## src/rtl/joypad_link_pkg.sv

```systemverilog
// Shared definitions for the joypad serial link (target and initiator sides).
package joypad_link_pkg;

  typedef enum logic [2:0] {
    ST_IDLE,
    ST_ADDR,
    ST_ADDR_ACK,
    ST_TX,
    ST_MACK,
    ST_TX_LOAD,
    ST_IGNORE
  } jp_state_e;

  localparam logic [6:0] JOYPAD_TARGET_ADDR = 7'h20;
  localparam logic       RW_READ            = 1'b1;

endpackage

```

## src/rtl/pin_sync.sv

```systemverilog
// N-flop synchroniser for one asynchronous pin; resets to the idle bus level.
module pin_sync #(
  parameter int   N       = 2,
  parameter logic RST_VAL = 1'b1
) (
  input  logic clk,
  input  logic rst_n,
  input  logic i_d,
  output logic o_q
);

  logic [N-1:0] r_ff;

  always_ff @(posedge clk or negedge rst_n) begin
    if (!rst_n) r_ff <= {N{RST_VAL}};
    else        r_ff <= {r_ff[N-2:0], i_d};
  end

  assign o_q = r_ff[N-1];

endmodule

```

## src/rtl/joypad_target.sv

```systemverilog
// Read-only I2C-subset target: answers its address with a read and streams a
// snapshot of the button bytes, LSB byte first, MSB bit first. Open-drain sda.
module joypad_target
  import joypad_link_pkg::*;
#(
  parameter logic [6:0] TARGET_ADDR = JOYPAD_TARGET_ADDR,
  parameter int         NUM_BYTES   = 4,
  parameter int         SYNC_STAGES = 2
) (
  input  logic                   clk,
  input  logic                   rst_n,
  input  logic                   scl_in,
  input  logic                   sda_in,
  output logic                   sda_oe,
  input  logic [8*NUM_BYTES-1:0] pad_state,
  output logic                   busy,
  output logic                   snap_pulse
);

  localparam int IDX_W = (NUM_BYTES > 1) ? $clog2(NUM_BYTES) : 1;

  logic w_scl_s, w_sda_s;
  logic r_scl_d, r_sda_d;

  pin_sync #(.N(SYNC_STAGES), .RST_VAL(1'b1)) u_sync_scl (
    .clk(clk), .rst_n(rst_n), .i_d(scl_in), .o_q(w_scl_s)
  );
  pin_sync #(.N(SYNC_STAGES), .RST_VAL(1'b1)) u_sync_sda (
    .clk(clk), .rst_n(rst_n), .i_d(sda_in), .o_q(w_sda_s)
  );

  always_ff @(posedge clk or negedge rst_n) begin
    if (!rst_n) begin
      r_scl_d <= 1'b1;
      r_sda_d <= 1'b1;
    end else begin
      r_scl_d <= w_scl_s;
      r_sda_d <= w_sda_s;
    end
  end

  logic w_scl_rise, w_scl_fall, w_start, w_stop;
  assign w_scl_rise = w_scl_s & ~r_scl_d;
  assign w_scl_fall = ~w_scl_s & r_scl_d;
  // scl must be high on both sides of the sda edge to count as a bus condition
  assign w_start    = w_scl_s & r_scl_d & r_sda_d & ~w_sda_s;
  assign w_stop     = w_scl_s & r_scl_d & ~r_sda_d & w_sda_s;

  jp_state_e                     r_state, w_nxt_state;
  logic [3:0]                    r_bit_cnt, w_nxt_bit_cnt;
  logic [6:0]                    r_shift, w_nxt_shift;
  logic [IDX_W-1:0]              r_byte_idx, w_nxt_byte_idx;
  logic [NUM_BYTES-1:0][7:0]     r_snap;
  logic                          r_sda_oe, w_nxt_sda_oe;
  logic                          r_busy, w_nxt_busy;
  logic                          r_snap_pulse;
  logic                          w_capture;

  logic [7:0] w_cur_byte;
  logic       w_tx_bit;
  assign w_cur_byte = r_snap[r_byte_idx];
  // bit_cnt counts bits already presented, so the next one is bit 7-bit_cnt
  assign w_tx_bit   = w_cur_byte[~r_bit_cnt[2:0]];

  always_ff @(posedge clk or negedge rst_n) begin
    if (!rst_n) begin
      r_state      <= ST_IDLE;
      r_bit_cnt    <= '0;
      r_shift      <= '0;
      r_byte_idx   <= '0;
      r_snap       <= '0;
      r_sda_oe     <= 1'b0;
      r_busy       <= 1'b0;
      r_snap_pulse <= 1'b0;
    end else begin
      r_state      <= w_nxt_state;
      r_bit_cnt    <= w_nxt_bit_cnt;
      r_shift      <= w_nxt_shift;
      r_byte_idx   <= w_nxt_byte_idx;
      r_sda_oe     <= w_nxt_sda_oe;
      r_busy       <= w_nxt_busy;
      r_snap_pulse <= w_capture;
      if (w_capture) r_snap <= pad_state;
    end
  end

  always_comb begin
    w_nxt_state    = r_state;
    w_nxt_bit_cnt  = r_bit_cnt;
    w_nxt_shift    = r_shift;
    w_nxt_byte_idx = r_byte_idx;
    w_nxt_sda_oe   = r_sda_oe;
    w_nxt_busy     = r_busy;
    w_capture      = 1'b0;
    if (w_stop) begin
      w_nxt_state   = ST_IDLE;
      w_nxt_sda_oe  = 1'b0;
      w_nxt_busy    = 1'b0;
      w_nxt_bit_cnt = '0;
    end else if (w_start) begin
      w_nxt_state   = ST_ADDR;
      w_nxt_sda_oe  = 1'b0;
      w_nxt_busy    = 1'b1;
      w_nxt_bit_cnt = '0;
    end else begin
      unique case (r_state)
        ST_IDLE: w_nxt_sda_oe = 1'b0;
        ST_ADDR: if (w_scl_rise) begin
          w_nxt_shift   = {r_shift[5:0], w_sda_s};
          w_nxt_bit_cnt = r_bit_cnt + 4'd1;
          if (r_bit_cnt == 4'd7) begin
            w_nxt_bit_cnt = '0;
            // r_shift holds the 7 address bits; the bit arriving now is R/W
            if (r_shift == TARGET_ADDR && w_sda_s == RW_READ) begin
              w_capture      = 1'b1;
              w_nxt_byte_idx = '0;
              w_nxt_state    = ST_ADDR_ACK;
            end else begin
              w_nxt_state = ST_IGNORE;
            end
          end
        end
        ST_ADDR_ACK: if (w_scl_fall) begin
          if (r_bit_cnt == 4'd0) begin
            w_nxt_sda_oe  = 1'b1;
            w_nxt_bit_cnt = 4'd1;
          end else begin
            w_nxt_sda_oe  = ~w_cur_byte[7];
            w_nxt_bit_cnt = 4'd1;
            w_nxt_state   = ST_TX;
          end
        end
        ST_TX: if (w_scl_fall) begin
          if (r_bit_cnt == 4'd8) begin
            w_nxt_sda_oe = 1'b0;
            w_nxt_state  = ST_MACK;
          end else begin
            w_nxt_sda_oe  = ~w_tx_bit;
            w_nxt_bit_cnt = r_bit_cnt + 4'd1;
          end
        end
        ST_MACK: if (w_scl_rise) begin
          if (!w_sda_s) begin
            w_nxt_byte_idx = (r_byte_idx == IDX_W'(NUM_BYTES-1)) ? '0 : r_byte_idx + 1'b1;
            w_nxt_state    = ST_TX_LOAD;
          end else begin
            w_nxt_state = ST_IGNORE;
          end
        end
        ST_TX_LOAD: if (w_scl_fall) begin
          w_nxt_sda_oe  = ~w_cur_byte[7];
          w_nxt_bit_cnt = 4'd1;
          w_nxt_state   = ST_TX;
        end
        ST_IGNORE: w_nxt_sda_oe = 1'b0;
        default: begin
          w_nxt_state  = ST_IDLE;
          w_nxt_sda_oe = 1'b0;
        end
      endcase
    end
  end

  assign sda_oe     = r_sda_oe;
  assign busy       = r_busy;
  assign snap_pulse = r_snap_pulse;

endmodule

```

## config.mk

```make
export PLATFORM = sky130hd
export DESIGN_NAME = joypad_target
export DESIGN_NICKNAME = d
export VERILOG_FILES = /design/src/rtl/joypad_link_pkg.sv /design/src/rtl/pin_sync.sv /design/src/rtl/joypad_target.sv
export SDC_FILE = /design/constraint.sdc
export NUM_CORES = 1
export LEC_CHECK = 0
export BUFFER_PORTS_ARGS = -buffer_cell sky130_fd_sc_hd__buf_2
export CAP_MARGIN = 20
export CORE_MARGIN = 3
export CORE_UTILIZATION = 30
export DETAILED_ROUTE_END_ITERATION = 10
export HOLD_SLACK_MARGIN = 0.1
export PLACE_DENSITY = 0.47
export SLEW_MARGIN = 20
export SYNTH_ARGS = -nofsm -noshare
export SYNTH_HDL_FRONTEND = slang
export SYNTH_SLANG_ARGS = --single-unit
```

## constraint.sdc

```tcl
create_clock -name clk -period 2.7 [get_ports clk]
set_input_delay 0.81 -clock clk [delete_from_list [all_inputs] [get_ports clk]]
set_output_delay 0.81 -clock clk [all_outputs]
set_load 0.01 [all_outputs]
```

==> results.yml, run 1 <==
status:
  outcome: "finished clean"
setup_path:
  r2r_setup_slack_ns: 0.49
  cp-end-kind: "flop"
  worstPathMaxFanout: 10
  worstPathRequired_ns: 2.97
  crit_type: "reg -> reg"
  cp_data_arrival_time_ns: 2.48
  critPathLaunchType: "flop"
power:
  pwr-share-comb_pct: 25.7
  leakage_nw: 1.52
  p_int_mw: 1.82
  max-vdd-ir-drop_uv: 266
  power.share.clock_pct: 33.3
  seq_power_share_pct: 41.0
  p_total_mw: 2.71
  switching_share_pct: 33.0
  p_switching_uw: 897
  p_per_area_mw_per_mm2: 789
sta:
  final.period_utilization_pct: 81.9
  tightest_slew_ns: 0.635
  rsz0062_at_grt: "no"
  slew_headroom_pct: 57.6
  finClkSkew_ns: 0.0108
  finalSetupViolations: 0
  min_period_ns: 2.21
  slew_violations: 0
  hold_viol: 0
  maxClockFrequency_ghz: 0.452
  setup_tns_ns: 0
logic_synthesis:
  synthFlopType: "dfrtp_1"
  ys_top_cells_by_area: "dfrtp_1, mux2_2, dfstp_2, mux4_2, o21ai_0"
  synth_cells: 233
  yosys_register_bits: 57
  synthXorXnorAreaFrac_pct: 0.303
  yosysSeqAreaShare_pct: 49.6
  synth_edf_count: 0
  async_flop_share_pct: 100
  synth-simple-area-share_pct: 12.5
  synthAdderAreaFrac_pct: 1.30
  syn_area_per_cell_um2: 12.4
  synth_compound_area_share_pct: 10.6
  synth_top_family_by_area: "multiplexers"
  synthMuxAreaShare_pct: 22.1
  ys_types: 53
  syn_area_mm2: 0.00289
  yosys.area.top_type_share_pct: 44.1
  yosysWarningCount: 0
  syn-num-nets: 272
  yosys.area.top_type: "dfrtp_1"
clock_tree:
  cts_max_level: 3
  clkSlewWorstSetupHoldPaths_ns: 0.07
  clk_path_buf_depth: 2
  cts_resized: 0
  postCtsSetupBuffers: 0
  cts.sinks: 57
  numCtsBuffers: 9
  tritoncts: "yes"
  clk_latency_ns: 0.34
  hold_buffers: 0
  cts-root-buf: "clkbuf_8"
detailed_routing:
  routed_wl_um: 6010
  vias: 1987
  dr.pass1.iters: 4
  wl_per_cell_um: 14.7
  drtAntennaViolNets: 0
  drcViolationCount: 0
  route.detailed.vias_per_inst: 4.87
  drt_iter0_markers: 70
die:
  num_io_pins: 39
  die_y_um: 104
  initial_core_util_pct: 31.2
  die_x_um: 104
  core_area_mm2: 0.00928
  rows: 35
  die-area_mm2: 0.0109
cells_and_area:
  final_nets: 313
  drive_gt1_share_pct: 44.1
  area_growth_pct: 19.0
  antenna_cells: 0
grt:
  grt_pass1_vias: 2108
  grt_pass1_wl_um: 10500
  grtUsageTotal_pct: 12.4
  antenna_found_initial: 0
  grt_max_degree: 34
  grt_remaining_overflow: 0
flow_run:
  maxCapViolations: 0
placed_design:
  io_buffers: 38
  dp_hpwl_um: 4290
  gp_congestion: 0.740
worst_hold_path:
  hp-class: "reg -> reg"
final cells by class:
class,instances,area (µm²)
sequential,57,1430
inverter,5,18.8
tap,129,161
clock inverter,6,91.3
fill,964,5840
multi-input combinational,157,1350
timing repair buffer,44,248
clock buffer,10,138
synthesized netlist by cell type (3+ instances only):
master	n
inv_1	5
ha_1	3
nand2_1	12
o22ai_1	3
nand2b_1	5
nor4b_1	3
o21ai_0	11
dfrtp_1	51
dfstp_2	6
o211ai_1	5
a21oi_1	6
nor2_1	5
nor2b_1	4
clkbuf_1	6
buf_4	3
buf_6	3
mux2_2	41
nand3_1	9
mux4_2	7
cells in the final DEF (no fill, tap or decap), drive strengths merged, types with 3 or more instances in the layout:
| cell type | n |
|---|---|
| nor2 | 6 |
| ha | 3 |
| mux2 | 41 |
| nand3 | 9 |
| inv | 5 |
| a21oi | 6 |
| clkbuf | 10 |
| nand2b | 5 |
| o21ai | 11 |
| clkinvlp | 3 |
| nor2b | 5 |
| nor4b | 3 |
| dfstp | 6 |
| o22ai | 3 |
| buf | 44 |
| o211ai | 5 |
| nand2 | 12 |
| dfrtp | 51 |
| mux4 | 7 |
critical path, stage by stage (launching register included):
cell and delay [ns]:
dfrtp_1 0.53, inv_1 0.17, ha_1 0.27, nand4b_1 0.13, a32oi_2 0.13, o22a_4 0.28
or4_1 0.50, a21oi_1 0.13
power groups by stage:
stage	Combinational, mW	Clock (mW)	Sequential [mW]
after floorplan	0.623	0	1.02
after global placement	0.705	0	1.13
after detailed placement	0.696	0	1.13
after CTS	0.702	0.941	1.11
after global routing	0.794	0.980	1.14
final	0.697	0.905	1.11
registers in the layout, summed over array words and instances (netlist names), 2 cells and up:
register	flops
r_shift	7
u_sync_sda.r_ff	2
r_state	3
u_sync_scl.r_ff	2
r_byte_idx	2
r_bit_cnt	4
r_snap	32
per-layer routing:
| layer | GRT usage (%) | up-vias | part of all wire, % |
|---|---|---|---|
| met4 | 6.46 | 0 | 2.7 |
| met3 | 2.98 | 11 | 2.9 |
| met2 | 19.8 | 32 | 48 |
| li1 | - | 958 | - |
| met1 | 15.4 | 986 | 47 |
| met5 | 0 | - | 0 |
per-stage QoR:
stage	util (%)	setup slack (ns)	instance area, µm²	hold WS, ns	std cells
3_5_place_dp	34.6	0.507	3210	0.347	392
2_1_floorplan	-	0.600	2890	0.345	233
5_1_grt	37.1	0.349	3440	0.367	408
3_3_place_gp	34.6	0.546	3210	0.346	392
4_1_cts	37.1	0.489	3440	0.357	408
6_report	37.1	0.489	3440	0.356	408
worst paths after layout:
path / start / end / cells past startpoint
setup / recovery: r_bit_cnt[0] / r_bit_cnt[3] / 7
hold / removal: u_sync_scl.r_ff[0] / u_sync_scl.r_ff[1] / 0
setup reg to reg: r_bit_cnt[0] / r_bit_cnt[3] / 7
hold reg to reg: u_sync_scl.r_ff[0] / u_sync_scl.r_ff[1] / 0
max in group asynchronous: rst_n / r_byte_idx[1] / 2
min in group asynchronous: rst_n / busy / 1
cells by family after synthesis:
group	after synthesis
xor gates and xnor gates	1
DFF	57
muxes	50
adders and majority gates	3
buffers and inverters	19
AOI/OAI and AO/OA	42
and+or+nand+nor	61
Note: power is estimated with default switching activity, not from simulation.
==> run 2, diff against run 1 <==
Settings changed: PLACE_DENSITY 0.47 to 0.49.
Clock period 2.7 ns to 1.9 ns, I/O delays scaled along.
==> run 2 against run 1 <==
First-iteration DRC count rose by 14%. Setup slack got worse by 0.42 ns. Power rose by 55%. Clock skew barely moved. Global-route usage barely moved. Clock-buffer cell count rose by 1. Sequential cell count did not move. Critical path type unchanged. Largest cell class unchanged. Largest power group unchanged.
==> results.yml, run 2 (synthesis gave the netlist of run 1 again) <==
status:
  outcome: "finished clean"
cells_and_area:
  multiInputGateArea_mm2: 0.00142
  final_nets: 340
  ff_latch_area_mm2: 0.00144
  largest_registers: "r_snap: 32 flops, r_shift: 7 flops, r_bit_cnt: 4 flops"
  drive_gt1_share_pct: 53.3
  final_common_cell: "dfrtp_1"
  fillCellCount: 949
  final_cell_area_mm2: 0.00373
  final_cell_mix: "dfrtp_1, mux2_2, buf_2"
  antenna_cells: 0
  top_register: "r_snap"
  largest_register_ffs: 32
  area_growth_pct: 28.8
detailed_routing:
  vias: 2067
  drt_iter0_markers: 80
  dr.pass1.iters: 4
  route.detailed.vias_per_inst: 4.75
  drtAntennaViolNets: 0
  wl_per_cell_um: 14.2
  drcViolationCount: 0
  routed_wl_um: 6160
setup_path:
  cp-end-kind: "flop"
  worstPathRequired_ns: 2.16
  crit_type: "reg -> reg"
  reg2reg_depth: 5
  reg2reg_from: "r_scl_d"
  critPathLaunchType: "flop"
  worstPathMaxFanout: 6
  timing.rr.end: "r_bit_cnt[3]"
  cp_data_arrival_time_ns: 2.09
  r2r_setup_slack_ns: 0.07
  crit_path_end: "r_bit_cnt[3]"
  startpoint: "r_scl_d"
die:
  num_io_pins: 39
  die_x_um: 104
  die-area_mm2: 0.0109
  die_y_um: 104
  initial_core_util_pct: 31.2
  core_area_mm2: 0.00928
  rows: 35
placed_design:
  postPlaceCellArea_mm2: 0.00340
  gp_congestion: 0.801
  io_buffers: 38
  dp_hpwl_um: 4440
sta:
  finalSetupViolations: 0
  finClkSkew_ns: 0.0111
  final.period_utilization_pct: 96.2
  setup_tns_ns: 0
  slew_headroom_pct: 76.8
  slew_violations: 0
  rsz0062_at_grt: "yes"
  hold_viol: 0
  tightest_slew_ns: 0.348
  maxClockFrequency_ghz: 0.547
  min_period_ns: 1.83
clock_tree:
  hold_buffers: 0
  cts-root-buf: "clkbuf_8"
  cts_max_level: 3
  clk_latency_ns: 0.33
  clk_path_buf_depth: 2
  numCtsBuffers: 9
  cts.sinks: 57
  clkSlewWorstSetupHoldPaths_ns: 0.07
  tritoncts: "yes"
flow_run:
  maxCapViolations: 0
grt:
  grt_pass1_wl_um: 10800
  grt_pass1_vias: 2248
  grtUsageTotal_pct: 12.4
  antenna_found_initial: 0
  grt_remaining_overflow: 0
  grt_max_degree: 58
power:
  leakage_nw: 1.69
  p_per_area_mw_per_mm2: 1130
  max-vdd-ir-drop_uv: 338
worst_hold_path:
  hp-class: "in -> async"
-- run 2: cell count changes in the layout (fill, tap and decap cells not counted), sizes merged --
cell,delta
clkinv,+1
clkbuf,+1
buf,+27
clkinvlp,-2
-- run 2: cell type report --
class / instances / area share (%)
clock buffers: 11 / 4.06
clock inverters: 5 / 2.08
inverters: 5 / 0.504
multi-input cells: 157 / 38.1
flip-flops and latches: 57 / 38.5
well taps: 129 / 4.33
repair buffers: 71 / 12.4
-- run 2: layer usage --
| layer | GRT usage, % | vias up | share of wire, % |
|---|---|---|---|
| li1 | - | 1009 | - |
| met4 | 4.27 | 0 | 1.6 |
| met5 | 0 | - | 0 |
| met3 | 3.10 | 9 | 3.9 |
| met1 | 16.2 | 1009 | 48 |
| met2 | 20.0 | 40 | 46 |
-- run 2: through the flow --
step	power [mW]	hold WS [ns]	std cells	setup slack, ns	utilization (%)
after CTS	4.20	0.235	431	0.0190	39.3
after global routing	4.48	0.249	435	-0.0270	40.1
after floorplan	2.38	0.274	233	0.00455	-
final	4.20	0.234	435	0.0722	40.1
after detailed placement	2.83	0.348	414	-0.00646	36.6
after global placement	2.83	0.347	414	-0.0288	36.6
-- run 2: timing repair --
item                       in CTS  in global routing
hold endpoints to repair        0                  0
pin swaps                       1                  4
gates resized for setup         3                 10
setup buffers                   1                  4
setup endpoints to repair       3                 39
-- run 2: report_power, final --
part	total [mW]	internal (mW)	switching (mW)
Clock	1.29	0.805	0.488
Sequential	1.54	1.35	0.189
Combinational	1.37	0.694	0.672
Total	4.20	2.85	1.35
-- run 2: critical path: stages, from the launching register on --
cell,delay [ns]
dfstp_2,0.59
nor2b_4,0.17
a32oi_2,0.13
o22a_4,0.25
or4_4,0.51
a21oi_2,0.12
-- run 2: how the worst min path moves through the flow --
| stage | from | end | slack [ns] | cells past startpoint |
|---|---|---|---|---|
| 2_1_floorplan | rst_n | busy | 0.27 | 0 |
| 3_3_place_gp | u_sync_scl.r_ff[0] | u_sync_scl.r_ff[1] | 0.35 | 0 |
| 3_5_place_dp | u_sync_scl.r_ff[0] | u_sync_scl.r_ff[1] | 0.35 | 0 |
| 4_1_cts | rst_n | busy | 0.23 | 2 |
| 5_1_grt | rst_n | busy | 0.25 | 2 |
| 6_report | rst_n | busy | 0.23 | 2 |
